===== src/rtl/id_operand_issue_pkg.sv =====
// Shared defaults and types for the ID-stage operand/issue unit.
package id_operand_issue_pkg;

    localparam int DATA_W_DEF       = 32;
    localparam int ADDR_W_DEF       = 5;
    localparam int PAY_W_DEF        = 16;
    localparam int NUM_FWD_DEF      = 2;
    localparam int LOAD_USE_CYC_DEF = 1;

    typedef enum logic [1:0] {
        SRC_IMM  = 2'd0,
        SRC_ZERO = 2'd1,
        SRC_FWD  = 2'd2,
        SRC_RF   = 2'd3
    } op_src_e;

endpackage


===== src/rtl/id_operand_issue_fwd_mux.sv =====
// Priority operand selector: immediate, $zero, youngest forwarding hit, register file.
module fwd_mux
    import id_operand_issue_pkg::*;
#(
    parameter int DATA_W  = DATA_W_DEF,
    parameter int ADDR_W  = ADDR_W_DEF,
    parameter int NUM_FWD = NUM_FWD_DEF
) (
    input  logic                      ren,
    input  logic [ADDR_W-1:0]         raddr,
    input  logic [DATA_W-1:0]         imm,
    input  logic [DATA_W-1:0]         rf_rdata,
    input  logic [NUM_FWD-1:0]        fwd_wrn,
    input  logic [NUM_FWD*ADDR_W-1:0] fwd_waddr,
    input  logic [NUM_FWD*DATA_W-1:0] fwd_wdata,
    output logic [DATA_W-1:0]         operand
);

    op_src_e           src;
    logic [DATA_W-1:0] fwd_data;

    // Scan from oldest to youngest so the lowest matching index is the last writer.
    always_comb begin
        src      = SRC_RF;
        fwd_data = '0;
        for (int i = NUM_FWD - 1; i >= 0; i--) begin
            if (fwd_wrn[i] && (fwd_waddr[i*ADDR_W +: ADDR_W] == raddr)) begin
                src      = SRC_FWD;
                fwd_data = fwd_wdata[i*DATA_W +: DATA_W];
            end
        end
        if (!ren) begin
            src = SRC_IMM;
        end else if (raddr == '0) begin
            src = SRC_ZERO;
        end
    end

    always_comb begin
        operand = '0;
        unique case (src)
            SRC_IMM:  operand = imm;
            SRC_ZERO: operand = '0;
            SRC_FWD:  operand = fwd_data;
            SRC_RF:   operand = rf_rdata;
            default:  operand = '0;
        endcase
    end

endmodule


===== src/rtl/id_operand_issue.sv =====
// ID-stage operand/issue unit: operand selection, load-use scoreboard and the ID/EX register.
module id_operand_issue
    import id_operand_issue_pkg::*;
#(
    parameter int DATA_W       = DATA_W_DEF,
    parameter int ADDR_W       = ADDR_W_DEF,
    parameter int PAY_W        = PAY_W_DEF,
    parameter int NUM_FWD      = NUM_FWD_DEF,
    parameter int LOAD_USE_CYC = LOAD_USE_CYC_DEF
) (
    input  logic                      clk,
    input  logic                      rst,
    input  logic                      in_valid,
    output logic                      in_ready,
    input  logic                      dec_ren1,
    input  logic                      dec_ren2,
    input  logic [ADDR_W-1:0]         dec_raddr1,
    input  logic [ADDR_W-1:0]         dec_raddr2,
    input  logic                      dec_wrn,
    input  logic [ADDR_W-1:0]         dec_waddr,
    input  logic                      dec_is_load,
    input  logic [DATA_W-1:0]         dec_imm,
    input  logic [PAY_W-1:0]          dec_pay,
    input  logic [DATA_W-1:0]         rf_rdata1,
    input  logic [DATA_W-1:0]         rf_rdata2,
    input  logic [NUM_FWD-1:0]        fwd_wrn,
    input  logic [NUM_FWD*ADDR_W-1:0] fwd_waddr,
    input  logic [NUM_FWD*DATA_W-1:0] fwd_wdata,
    input  logic                      flush,
    output logic                      out_valid,
    input  logic                      out_ready,
    output logic [DATA_W-1:0]         out_op1,
    output logic [DATA_W-1:0]         out_op2,
    output logic                      out_wrn,
    output logic [ADDR_W-1:0]         out_waddr,
    output logic                      out_is_load,
    output logic [PAY_W-1:0]          out_pay,
    output logic                      stall_req
);

    logic [DATA_W-1:0] op1;
    logic [DATA_W-1:0] op2;
    logic              sb_v    [LOAD_USE_CYC];
    logic [ADDR_W-1:0] sb_addr [LOAD_USE_CYC];
    logic              sb_hit1;
    logic              sb_hit2;
    logic              hazard;
    logic              adv;
    logic              issue;

    fwd_mux #(
        .DATA_W  (DATA_W),
        .ADDR_W  (ADDR_W),
        .NUM_FWD (NUM_FWD)
    ) u_mux1 (
        .ren       (dec_ren1),
        .raddr     (dec_raddr1),
        .imm       (dec_imm),
        .rf_rdata  (rf_rdata1),
        .fwd_wrn   (fwd_wrn),
        .fwd_waddr (fwd_waddr),
        .fwd_wdata (fwd_wdata),
        .operand   (op1)
    );

    fwd_mux #(
        .DATA_W  (DATA_W),
        .ADDR_W  (ADDR_W),
        .NUM_FWD (NUM_FWD)
    ) u_mux2 (
        .ren       (dec_ren2),
        .raddr     (dec_raddr2),
        .imm       (dec_imm),
        .rf_rdata  (rf_rdata2),
        .fwd_wrn   (fwd_wrn),
        .fwd_waddr (fwd_waddr),
        .fwd_wdata (fwd_wdata),
        .operand   (op2)
    );

    always_comb begin
        sb_hit1 = 1'b0;
        sb_hit2 = 1'b0;
        for (int j = 0; j < LOAD_USE_CYC; j++) begin
            if (sb_v[j] && (sb_addr[j] == dec_raddr1)) sb_hit1 = 1'b1;
            if (sb_v[j] && (sb_addr[j] == dec_raddr2)) sb_hit2 = 1'b1;
        end
    end

    // A pending load result beats any forwarding match, since the forward would be stale.
    assign hazard = in_valid &
                    ((dec_ren1 & (dec_raddr1 != '0) & sb_hit1) |
                     (dec_ren2 & (dec_raddr2 != '0) & sb_hit2));

    assign adv       = ~out_valid | out_ready;
    assign in_ready  = adv & ~hazard & ~flush;
    assign issue     = in_valid & in_ready;
    assign stall_req = hazard & ~flush;

    always_ff @(posedge clk) begin
        if (rst) begin
            for (int j = 0; j < LOAD_USE_CYC; j++) begin
                sb_v[j]    <= 1'b0;
                sb_addr[j] <= '0;
            end
        end else if (flush) begin
            for (int j = 0; j < LOAD_USE_CYC; j++) begin
                sb_v[j] <= 1'b0;
            end
        end else if (adv) begin
            for (int j = LOAD_USE_CYC - 1; j > 0; j--) begin
                sb_v[j]    <= sb_v[j-1];
                sb_addr[j] <= sb_addr[j-1];
            end
            sb_v[0]    <= issue & dec_is_load & dec_wrn & (dec_waddr != '0);
            sb_addr[0] <= dec_waddr;
        end
    end

    // Flush clears the slot even when EX is accepting it in the same cycle.
    always_ff @(posedge clk) begin
        if (rst) begin
            out_valid   <= 1'b0;
            out_op1     <= '0;
            out_op2     <= '0;
            out_wrn     <= 1'b0;
            out_waddr   <= '0;
            out_is_load <= 1'b0;
            out_pay     <= '0;
        end else if (flush) begin
            out_valid <= 1'b0;
        end else if (adv) begin
            out_valid <= issue;
            if (issue) begin
                out_op1     <= op1;
                out_op2     <= op2;
                out_wrn     <= dec_wrn;
                out_waddr   <= dec_waddr;
                out_is_load <= dec_is_load;
                out_pay     <= dec_pay;
            end
        end
    end

endmodule


===== config.mk =====
export PLATFORM = sky130hd
export DESIGN_NAME = id_operand_issue
export DESIGN_NICKNAME = d
export VERILOG_FILES = /design/src/rtl/id_operand_issue_pkg.sv /design/src/rtl/id_operand_issue_fwd_mux.sv /design/src/rtl/id_operand_issue.sv
export SDC_FILE = /design/constraint.sdc
export NUM_CORES = 1
export LEC_CHECK = 0
export CORE_MARGIN = 2
export CORE_UTILIZATION = 39
export DETAILED_ROUTE_END_ITERATION = 6
export PLACE_DENSITY = 0.83
export SYNTH_ARGS = -nofsm -noshare
export SYNTH_HDL_FRONTEND = slang
export SYNTH_SLANG_ARGS = --single-unit

===== constraint.sdc =====
create_clock -name clk -period 3.1 [get_ports clk]
set_input_delay 0.93 -clock clk [delete_from_list [all_inputs] [get_ports clk]]
set_output_delay 0.93 -clock clk [all_outputs]
set_load 0.005 [all_outputs]

==> metrics.md <==
| Metric | Value |
|---|---|
| Buffer type at the clock tree root | sky130_fd_sc_hd__clkbuf_16 |
| Source-to-sink clock delay at the later pin of the worst-skew pair | 0.36 ns |
| Setup skew after layout | 0.0136 ns |
| Number of nets produced by synthesis | 1,041 |
| Number of distinct library cell variants in the gate-level netlist after synthesis | 36 |
| Startpoint type of the worst setup path | input pin |
| Max incr delay on CP | 0.52 ns |
| Worst-case vdd ir drop | 0.260 mV |
| Count of pins on the block boundary | 302 |
| Max-cap violations | 0 |
| Horizontal die dimension | 135 microns |
| Final period util | 1.09 |
| Top flip-flop cell by instance count after synthesis | sky130_fd_sc_hd__dfxtp_1 |
| Relative slew margins | 0.423 |
| Worst Setup Slack, final | -0.280 ns |
| Number of global-route vias before repair | 8,324 |
| Total CTS buffers | 9 |
| Hold Path Class | flip-flop to flip-flop |
| Weighted congestion reported at the end of routability-driven placement | 0.923 |
| Critical path cell sequence | buf_2 -> or4_4 -> o21ai_4 -> and4b_1 -> o21ai_2 -> and2_1 -> buf_2 |
| CTS sink cnt | 94 |
| Setup repair after global routing missed its margin | true |
| Data required time of the worst path | 2.17 ns |
| Critical Path End Type | output pin |
| Global-route wire length before repair | 44,900 microns |
| Fin. max-slew vios | 0 |
| Area inside the core boundary | 16,600 sq um |
| Leading post-synthesis cells by cell area | sky130_fd_sc_hd__dfxtp_1 (26%), sky130_fd_sc_hd__a31oi_1 (12%), sky130_fd_sc_hd__o31ai_1 (9.8%) |
| Initial DRT Pass Iterations | 5 |
| Utilization after layout | 0.641 |
| Clock Pin Slew Worst Setup and Hold Paths | 0.07 ns |
| Worst hold slack after final layout | 0.472 ns |
| Proportion of layout cells with a drive suffix above 1 | 0.103 |
| Number of buffers and inverters on the critical path | 2 |
| Leakage power of the design | 4.14 nW |
| Slowest cell on the critical path | sky130_fd_sc_hd__or4_4 |
| Die ar. | 18,200 sq um |
| Yosys top cell by area | sky130_fd_sc_hd__dfxtp_1 |
| Register bit total from synthesis | 94 |
| Count of endpoints failing setup in the final report | 2 |
| F_max | 0.296 GHz |
| Count of warnings emitted by yosys | 0 |
| Post-detailed-route wirelength per cell | 22.5 microns |
| Initial core utilization | 0.401 |
| CTS hold repair buffers | 0 |
| Most common cell on crit path | sky130_fd_sc_hd__buf_2 |
| Post-synthesis average cell area | 8.04 sq um |
| Shortest clock period the worst path allows after layout | 3.38 ns |
| Category of cells accounting for the largest share of critical-path delay | simple AND/OR/NAND/NOR gates |
| Share of synthesized area occupied by flip-flops and latches | 0.291 |
| Global-route congestion overflow total | 0 |
| Row count | 47 |
| DRC | 0 |
| Initial antenna violation count | 1 |
| Clk buf depth | 2 |
| Gate count of the mapped netlist | 829 |
| Data arrival, critical path | 2.45 ns |
| Transition time of the tightest slew-check pin | 0.865 ns |
| Via density | 6.39 |
| Count of flip-flops with a built-in enable after synthesis | 6 |
| Type of the setup path with the least slack | input pin to output pin |
| Count of nets after finishing | 1,307 |
| # port buffers | 301 |
| Syn Std Cell Area | 6670 sq um |
| Violated checks | setup timing |
| Power density over the cells | 352 nW/um^2 |
| Clock tree from TritonCTS | built |
| Final count of hold timing violations | 0 |
| Drt initial violations | 803 |
| Growth of design area from synthesis to finish | 59.9% |
| Async SR Flop Fraction | 0 |
| Peak fanout along the critical path | 2 |
| Number of nets with antenna violations after detailed routing | 0 |
| Via count | 8,436 |
| Final WL | 29,700 microns |
| Final std cells w/o fill | 1,321 |
| Die Ht | 135 microns |
| Status | finished, violations left |
| Portion of synthesized cell area occupied by the leading cell type | 0.264 |
| Total GRT Usage | 0.312 |
| CTS HTree Levels | 3 |
| Pin count of the biggest net entering global routing | 75 |
| Detailed Place HPWL | 19,700 microns |
| Worst-case setup slack after placement | -0.999 ns |
| Cells after DPL | 1,292 |
==> cells by family (layout without fill, tap and decap cells) <==
kind of cell	Yosys count	after routing	share of synthesized area
AOI/OAI and AO/OA	371	371	0.397
xor gates and xnor gates	30	30	0.0394
buffers and inverters	147	418	0.0920
DFF	94	94	0.291
other	0	1	0
and+or+nand+nor	187	187	0.180
==> synth_stat cells (2+ instances only) <==
library cell	n
sky130_fd_sc_hd__a21boi_0	64
sky130_fd_sc_hd__a21oi_1	23
sky130_fd_sc_hd__a311oi_1	64
sky130_fd_sc_hd__a31oi_1	128
sky130_fd_sc_hd__and2_1	12
sky130_fd_sc_hd__and3_1	65
sky130_fd_sc_hd__and4b_1	2
sky130_fd_sc_hd__buf_1	2
sky130_fd_sc_hd__buf_2	16
sky130_fd_sc_hd__buf_4	3
sky130_fd_sc_hd__buf_6	4
sky130_fd_sc_hd__clkbuf_1	90
sky130_fd_sc_hd__dfxtp_1	88
sky130_fd_sc_hd__edfxtp_1	6
sky130_fd_sc_hd__inv_1	32
sky130_fd_sc_hd__nand2_1	2
sky130_fd_sc_hd__nand2b_1	64
sky130_fd_sc_hd__nand4_1	23
sky130_fd_sc_hd__nand4b_1	2
sky130_fd_sc_hd__nor2_1	3
sky130_fd_sc_hd__nor4_1	2
sky130_fd_sc_hd__nor4_2	4
sky130_fd_sc_hd__o21ai_2	2
sky130_fd_sc_hd__o31ai_1	87
sky130_fd_sc_hd__or4_1	2
sky130_fd_sc_hd__xnor2_1	6
sky130_fd_sc_hd__xor2_1	24
==> per-layer routing <==
layer	vias up	part of all wire	GRT usage
met1	3932	0.39	0.395
met3	123	0.11	0.0702
li1	3760	-	-
met5	-	0	0
met4	0	0.050	0.156
met2	621	0.45	0.500
==> placed cells by master, fill, tap and decap left out, types with 23 or more instances in the layout <==
cell	synthesis	layout
sky130_fd_sc_hd__a21boi_0	64	64
sky130_fd_sc_hd__a21oi_1	23	23
sky130_fd_sc_hd__a311oi_1	64	63
sky130_fd_sc_hd__a31oi_1	128	128
sky130_fd_sc_hd__and3_1	65	65
sky130_fd_sc_hd__buf_4	3	49
sky130_fd_sc_hd__clkdlybuf4s50_1	0	289
sky130_fd_sc_hd__dfxtp_1	88	88
sky130_fd_sc_hd__inv_1	32	32
sky130_fd_sc_hd__nand2b_1	64	64
sky130_fd_sc_hd__nand4_1	23	23
sky130_fd_sc_hd__o31ai_1	87	87
sky130_fd_sc_hd__xor2_1	24	24
==> layout make-up <==
| cell class | count | area (sq um) |
|---|---|---|
| antenna | 1 | 2.50 |
| sequential | 94 | 1940 |
| timing repair buffer | 370 | 3760 |
| inverter | 32 | 120 |
| multi-input combinational | 588 | 4210 |
| fill | 1375 | 5980 |
| clock buffer | 11 | 264 |
| clock inverter | 5 | 86.3 |
| tap | 220 | 275 |
==> registers in the layout, indices dropped and copies added, names as in the netlist <==
register	flops
out_wrn	1
sb_addr	5
out_op1	32
out_waddr	5
out_valid	1
out_op2	32
out_is_load	1
sb_v	1
out_pay	16
==> worst paths after layout <==
path,from,to,slack (ns),depth (start not counted)
max,dec_raddr1[2],in_ready,-0.28,7
min,out_pay[12],out_pay[12],0.47,2
max reg2reg,sb_addr[0][4],out_op2[4],0.55,14
min reg2reg,out_pay[12],out_pay[12],0.47,2
==> report_power, final <==
| group | internal (mW) | switching, mW | leakage [nW] | total, mW |
|---|---|---|---|---|
| logic | 0.606 | 0.499 | 3.18 | 1.10 |
| registers | 1.30 | 0.0465 | 0.791 | 1.34 |
| clock network | 0.785 | 0.521 | 0.171 | 1.31 |
| total | 2.69 | 1.07 | 4.14 | 3.75 |
==> tightest hold or removal path, stage by stage (launching register included) <==
cell	delay [ns]
sky130_fd_sc_hd__dfxtp_1	0.31
sky130_fd_sc_hd__o31ai_1	0.06
sky130_fd_sc_hd__a21oi_1	0.06
==> per-stage QoR <==
| step | setup TNS, ns | area [sq um] | total power [mW] |
|---|---|---|---|
| final | -0.464 | 10700 | 3.76 |
| after global routing | -0.544 | 10700 | 3.87 |
| after CTS | -0.350 | 10600 | 3.74 |
| after detailed placement | -38.64 | 10200 | 2.44 |
| after global placement | -35.30 | 10200 | 2.43 |
| after floorplan | -0.119 | 6700 | 1.80 |
==> what timing repair did <==
| action | 4_1_cts | 5_1_grt |
|---|---|---|
| setup endpoints to repair | 77 | 51 |
| setup buffers | 9 | 1 |
| cloned | 0 | 2 |
| resized for setup | 40 | 3 |
| pin swaps | 11 | 0 |
No activity file was read; power rests on OpenSTA's default activity.
